File: src/rtl/zet_wb_arbiter2.sv
// zet_wb_arbiter2: two-master / one-slave Wishbone arbiter for the Zet SoC.
//
// Both masters use the CPU-side bus format: 16-bit data, word address [20:1]
// (carried here as a 20-bit vector whose MSB is the IO/mem tag) and a 2-bit
// byte select. Arbitration happens once per bus cycle: the winner keeps the
// slave for as long as it holds cyc, so locked multi-beat and
// read-modify-write sequences are never split. Ties go round-robin, or
// always to master 0 when PRIORITY_M0 = 1.
//
// Optional feature macro: ZET_ARB_TIMEOUT_EN
//   When defined, a 16-bit counter watches for a strobe that the slave never
//   acknowledges. After TIMEOUT_CYCLES stalled clocks the owning master gets
//   a one-clock err pulse and the slave strobe is masked for that clock. The
//   grant itself is kept until the master drops cyc. When the macro is not
//   defined the err outputs are tied low and no counter exists.
//
// Handshake: a transfer completes in a clock where the granted master's stb
// is high and s_ack_i is high; the ack is forwarded only to the granted
// master, and only while a grant is active (an ack in IDLE is dropped).
module zet_wb_arbiter2 #(
    parameter int PRIORITY_M0    = 0,
    parameter int TIMEOUT_CYCLES = 1023
) (
    input  logic        wb_clk_i,
    input  logic        wb_rst_n_i,

    input  logic [15:0] m0_dat_i,
    output logic [15:0] m0_dat_o,
    input  logic [19:0] m0_adr_i,
    input  logic [1:0]  m0_sel_i,
    input  logic        m0_we_i,
    input  logic        m0_cyc_i,
    input  logic        m0_stb_i,
    output logic        m0_ack_o,
    output logic        m0_err_o,

    input  logic [15:0] m1_dat_i,
    output logic [15:0] m1_dat_o,
    input  logic [19:0] m1_adr_i,
    input  logic [1:0]  m1_sel_i,
    input  logic        m1_we_i,
    input  logic        m1_cyc_i,
    input  logic        m1_stb_i,
    output logic        m1_ack_o,
    output logic        m1_err_o,

    input  logic [15:0] s_dat_i,
    output logic [15:0] s_dat_o,
    output logic [19:0] s_adr_o,
    output logic [1:0]  s_sel_o,
    output logic        s_we_o,
    output logic        s_cyc_o,
    output logic        s_stb_o,
    input  logic        s_ack_i,

    output logic [1:0]  gnt_o
);

    // State encoding doubles as the one-hot grant vector.
    typedef enum logic [1:0] {
        IDLE = 2'b00,
        GNT0 = 2'b01,
        GNT1 = 2'b10
    } state_t;

    state_t state;
    state_t state_next;

    // Master that received the most recent grant (0 or 1). Reset to 1 so
    // master 0 wins the first tie.
    logic last_gnt;

    // Strobe of the currently granted master, before any timeout masking.
    logic gnt_stb;

    // High for one clock when the stalled-strobe limit is hit.
    logic timeout;

    // Next-state logic: grant from IDLE, hold while the owner keeps cyc.
    always_comb begin
        state_next = state;
        case (state)
            IDLE: begin
                if (m0_cyc_i && m1_cyc_i) begin
                    if (PRIORITY_M0 != 0) begin
                        state_next = GNT0;
                    end else if (last_gnt) begin
                        state_next = GNT0;
                    end else begin
                        state_next = GNT1;
                    end
                end else if (m0_cyc_i) begin
                    state_next = GNT0;
                end else if (m1_cyc_i) begin
                    state_next = GNT1;
                end
            end
            GNT0: begin
                if (!m0_cyc_i) begin
                    state_next = IDLE;
                end
            end
            GNT1: begin
                if (!m1_cyc_i) begin
                    state_next = IDLE;
                end
            end
            default: begin
                state_next = IDLE;
            end
        endcase
    end

    // State register and last-grant pointer; reset drops the grant at once.
    always_ff @(posedge wb_clk_i or negedge wb_rst_n_i) begin
        if (!wb_rst_n_i) begin
            state    <= IDLE;
            last_gnt <= 1'b1;
        end else begin
            state <= state_next;
            if (state == IDLE && state_next == GNT0) begin
                last_gnt <= 1'b0;
            end else if (state == IDLE && state_next == GNT1) begin
                last_gnt <= 1'b1;
            end
        end
    end

    // Raw strobe of whichever master owns the bus.
    always_comb begin
        gnt_stb = 1'b0;
        case (state)
            GNT0:    gnt_stb = m0_stb_i;
            GNT1:    gnt_stb = m1_stb_i;
            default: gnt_stb = 1'b0;
        endcase
    end

`ifdef ZET_ARB_TIMEOUT_EN
    logic [15:0] to_cnt;
    logic [15:0] to_limit;

    assign to_limit = 16'(TIMEOUT_CYCLES);
    assign timeout  = (state != IDLE) && (to_cnt == to_limit);

    // Stalled-strobe counter: counts clocks of an unacknowledged strobe and
    // restarts on ack, on a state change, when stb is low, or after firing.
    always_ff @(posedge wb_clk_i or negedge wb_rst_n_i) begin
        if (!wb_rst_n_i) begin
            to_cnt <= 16'd0;
        end else if (state_next != state || timeout || !gnt_stb || s_ack_i) begin
            to_cnt <= 16'd0;
        end else begin
            to_cnt <= to_cnt + 16'd1;
        end
    end
`else
    assign timeout = 1'b0;
`endif

    // Slave-side mux and ack/err steering; everything is zero in IDLE.
    always_comb begin
        s_adr_o  = 20'd0;
        s_dat_o  = 16'd0;
        s_sel_o  = 2'b00;
        s_we_o   = 1'b0;
        s_cyc_o  = 1'b0;
        s_stb_o  = 1'b0;
        m0_ack_o = 1'b0;
        m1_ack_o = 1'b0;
        m0_err_o = 1'b0;
        m1_err_o = 1'b0;
        case (state)
            GNT0: begin
                s_adr_o  = m0_adr_i;
                s_dat_o  = m0_dat_i;
                s_sel_o  = m0_sel_i;
                s_we_o   = m0_we_i;
                s_cyc_o  = m0_cyc_i;
                s_stb_o  = gnt_stb && !timeout;
                m0_ack_o = s_ack_i;
                m0_err_o = timeout;
            end
            GNT1: begin
                s_adr_o  = m1_adr_i;
                s_dat_o  = m1_dat_i;
                s_sel_o  = m1_sel_i;
                s_we_o   = m1_we_i;
                s_cyc_o  = m1_cyc_i;
                s_stb_o  = gnt_stb && !timeout;
                m1_ack_o = s_ack_i;
                m1_err_o = timeout;
            end
            default: begin
            end
        endcase
    end

    // Read data is broadcast; each master qualifies it with its own ack.
    assign m0_dat_o = s_dat_i;
    assign m1_dat_o = s_dat_i;

    assign gnt_o = state;

endmodule

File: config.mk
export PLATFORM = sky130hd
export DESIGN_NAME = zet_wb_arbiter2
export DESIGN_NICKNAME = d
export VERILOG_FILES = /design/src/rtl/zet_wb_arbiter2.sv
export SDC_FILE = /design/constraint.sdc
export NUM_CORES = 1
export LEC_CHECK = 0
export ABC_CLOCK_PERIOD_IN_PS = 1450
export CELL_PAD_IN_SITES_DETAIL_PLACEMENT = 1
export CELL_PAD_IN_SITES_GLOBAL_PLACEMENT = 1
export CORE_ASPECT_RATIO = 1.25
export CORE_MARGIN = 4
export CORE_UTILIZATION = 12
export DETAILED_ROUTE_END_ITERATION = 8
export GPL_TIMING_DRIVEN = 0
export PLACE_DENSITY_LB_ADDON = 0.25
export SYNTH_ARGS = -nofsm -noshare
export SYNTH_HDL_FRONTEND = slang
export SYNTH_SLANG_ARGS = --single-unit
File: constraint.sdc
create_clock -name wb_clk_i -period 1.45 [get_ports wb_clk_i]
set_clock_uncertainty 0.1 [all_clocks]
set_input_delay 0.2175 -clock wb_clk_i [delete_from_list [all_inputs] [get_ports wb_clk_i]]
set_output_delay 0.2175 -clock wb_clk_i [all_outputs]
set_load 0.05 [all_outputs]
==> results.md <==
- Syn_area_per_cell: between 7 and 8 sq um
- Max Transition Viols Final: 0
- Wire per inst: approximately 15 microns
- Largest net degree at the start of global routing: 11
- Die span in y: about 120 microns
- Yosys top cell area share: 26.2%
- TritonCTS buffer count: 3
- Reg2Reg Launch Point: gnt_o[1]
- Critical Path AT: around 1600 ps
- Max_slew headroom: about 66%
- Critical Path RT: approximately 1100 ps
- Routed vias/inst: slightly above 4
- Max VDD drop: approximately 0.9 mV
- Total track usage: 11.5%
- Core Area: ~9600 sq um
- ANT cells: 0
- CP Launch Type: flip-flop
- Yosys top cell by area: a22oi_1
- Leakage power: between 1.5 and 2 nW
- Slack of the worst reg-to-reg path: -280 ps
- First-pass GRT wire length: 10500 microns
- Top cells by area, synth: a22oi_1 26%, buf_4 22%, nor2b_1 21%
- Setup violators final: 47
- FP Rows: 40
- Detailed router's first-iteration violation count: 31
- Clock transition at path regs: about 30 ps
- Gate power share: between 90% and 100%
- Sequential Power Share: between 2 and 3%
- Die width: roughly 96 microns
- Fin worst setup slack: -428 ps
- Synth Warn #: 0
- Vias in the first global route: 2121
- Max Fclk: around 0.53 GHz
- Worst skew pair latency: roughly 220 ps
- Top cell family by delay on the critical path: buffers and inverters
- Sequential share of the synthesized area: 6.50%
- Tmin final: between 1500 and 2000 ps
- Crit path buf inv count: 3
- Clock Power Share: 5.8%
- Cell Pwr Density: 1930 nW/um^2
- Crit. End Element: primary output
- Hold Fails Final Rpt: 0
- Switching share of total power: around 48%
- Initial antenna violation count: 0
- Maximum clock insertion buffer count: 2
- WHS: roughly 74 ps
- Internal power: approximately 4.0 mW
- # port buffers: around 160
- Starting Density: between 10% and 20%
- Slew of the pin with the lowest slew margin: 503 ps
- Hold Path Class: primary input to async pin
- Crit-path max cell delay: around 440 ps
- R2R depth: 7
- Switching pwr: between 3 and 4 mW
- Ports: 180
- Violated checks: setup timing
- R2R Path End: last_gnt
- RSZ-0062 raised after global routing: true
- Final WL: slightly below 7000 microns
- Clk sink count: 3
- Period utilization: 130%
- Final nets: about 440
- Status: complete, but fails checks
- DRC: 0
- Layout cell share with drive strength beyond 1: approximately three fifths
- Via Count: about 1900
- Post-route ant nets: 0
- Mapped Cells: between 150 and 200
- Distinct cells, synth: 25
- CP cell instances: inv_4, ha_4, clkbuf_16, a22oi_2, nor2b_4, buf_6
- Total grt overflow: 0
- GP Congestion: between 0.6 and 0.7
- H-tree depth: 1
- CTS tree: built
- Layout area overhead: 237%
- Critical path type: flip-flop to primary output
- HPWL after DPL: approximately 5600 microns
- Drt pass-1 iters: 4
- Yosys reg bits: 3
- Worst-path fanout max: 7
- CTS root buffer: clkbuf_16
- Fin util: between 40% and 50%
- Synthesized cell area: between 1000 and 1500 sq um
- Die Footprint: roughly 11000 sq um
- Max stage delay cell, worst path: dfrtp_2
- Max Cap Viol: 0
[worst reg2reg max path, stage by stage, from the launching register on]
cell      delay [ps]
dfrtp_2          440
inv_4             90
ha_4             250
buf_4            150
o21a_1           130
nor3b_1           60
o41ai_1          250
o211ai_1         160
[cell usage after synthesis]
cell type and n:
nand2_1 1, dfstp_2 1, and2_1 3, ha_1 4, buf_2 9, o41ai_1 1
clkbuf_1 4, conb_1 1, nor3b_1 1, a22o_1 2, o21ai_0 3, buf_4 34
dfrtp_1 2, o211ai_1 1, inv_1 4, a22oi_1 41, o21a_1 1, nand2b_1 1
mux2i_1 1, a211o_1 1, a21o_1 1, nor2_1 4, nor2b_1 40, nand3_1 2
buf_6 1
[repair_timing]
| item | CTS | global route |
|---|---|---|
| gates cloned | 0 | 1 |
| hold buffers | 0 | 0 |
| pin swaps | 3 | 8 |
| resized for setup | 336 | 17 |
| setup buffers | 8 | 2 |
| setup endpoints to repair | 48 | 47 |
[worst max-delay path by stage]
stage / start / to / slack [ps] / cells after the start
final: gnt_o[1] / s_sel_o[0] / -430 / 6
after floorplan: gnt_o[1] / s_adr_o[0] / -320 / 4
after global routing: gnt_o[0] / s_dat_o[13] / -500 / 6
after detailed placement: gnt_o[0] / s_dat_o[10] / -940 / 7
after CTS: gnt_o[0] / s_adr_o[19] / -450 / 7
after global placement: gnt_o[0] / s_dat_o[10] / -930 / 7
[metal layers]
layer	wire length [microns]	part of all wire, %	vias to the layer above	global-route usage (%)
li1	-	-	893	-
met2	3910	57	94	22.7
met1	2220	32	880	11.5
met4	87	1.3	0	2.98
met3	626	9.1	10	2.61
met5	0	0	-	0
[cells by family (layout without fill, tap and decap cells)]
logic type / count (synthesis) / after routing / share of synthesized area (%)
AND/OR/NAND/NOR: 52 / 52 / 26.5
buffers and inverters: 52 / 225 / 29.1
AO/OA/AOI/OAI: 51 / 51 / 32.4
adder cells (fa/ha/maj): 4 / 4 / 4.26
flip-flops: 3 / 3 / 6.50
other: 1 / 2 / 0.320
multiplexers: 1 / 1 / 0.853
[state kept, by name, indices dropped and copies added, names as in the netlist]
name / count
last_gnt: 1
gnt_o: 2
[cells in the final DEF, fill, tap and decap left out, types with 2 or more instances in the layout]
| cell type | synthesis | routed |
|---|---|---|
| buf_4 | 34 | 42 |
| nand3_1 | 2 | 2 |
| clkbuf_8 | 0 | 3 |
| and2_4 | 0 | 3 |
| buf_6 | 1 | 33 |
| inv_1 | 4 | 2 |
| clkbuf_16 | 0 | 5 |
| clkdlybuf4s50_1 | 0 | 116 |
| a22o_1 | 2 | 2 |
| conb_1 | 1 | 2 |
| ha_4 | 0 | 3 |
| dfrtp_2 | 0 | 2 |
| buf_8 | 0 | 12 |
| nor2b_4 | 0 | 40 |
| a22oi_2 | 0 | 41 |
| buf_12 | 0 | 8 |
| nor2_1 | 4 | 2 |
| inv_4 | 0 | 2 |
[cell type report]
cell class / count / area [sq um]
clock buffer: 4 / 78.8
sequential: 3 / 78.8
inverter: 4 / 20.0
buffer: 46 / 482
multi-input combinational: 110 / 1340
fill: 1041 / 5600
tap: 126 / 158
timing repair buffer: 171 / 1800
[metrics by stage]
stage          power, mW  area (sq um)  setup TNS, ps  worst slack (ps)  instances
3_5_place_dp        6.50          3610         -39730              -936        452
6_report            7.62          3960         -18280              -428        464
4_1_cts             7.58          3900         -19020              -451        464
2_1_floorplan       4.92          1840         -14130              -322        165
5_1_grt             8.02          3960         -21580              -505        464
3_3_place_gp        6.46          3610         -38910              -926        452
[power by group through the flow]
stage          Combinational, mW  Clock, mW  Sequential [mW]
2_1_floorplan               4.64          0            0.283
3_3_place_gp                6.24          0            0.218
3_5_place_dp                6.28          0            0.219
4_1_cts                     6.93      0.455            0.195
5_1_grt                     7.35      0.459            0.213
6_report                    6.97      0.444            0.204
Power figures use the tool's default switching activity.
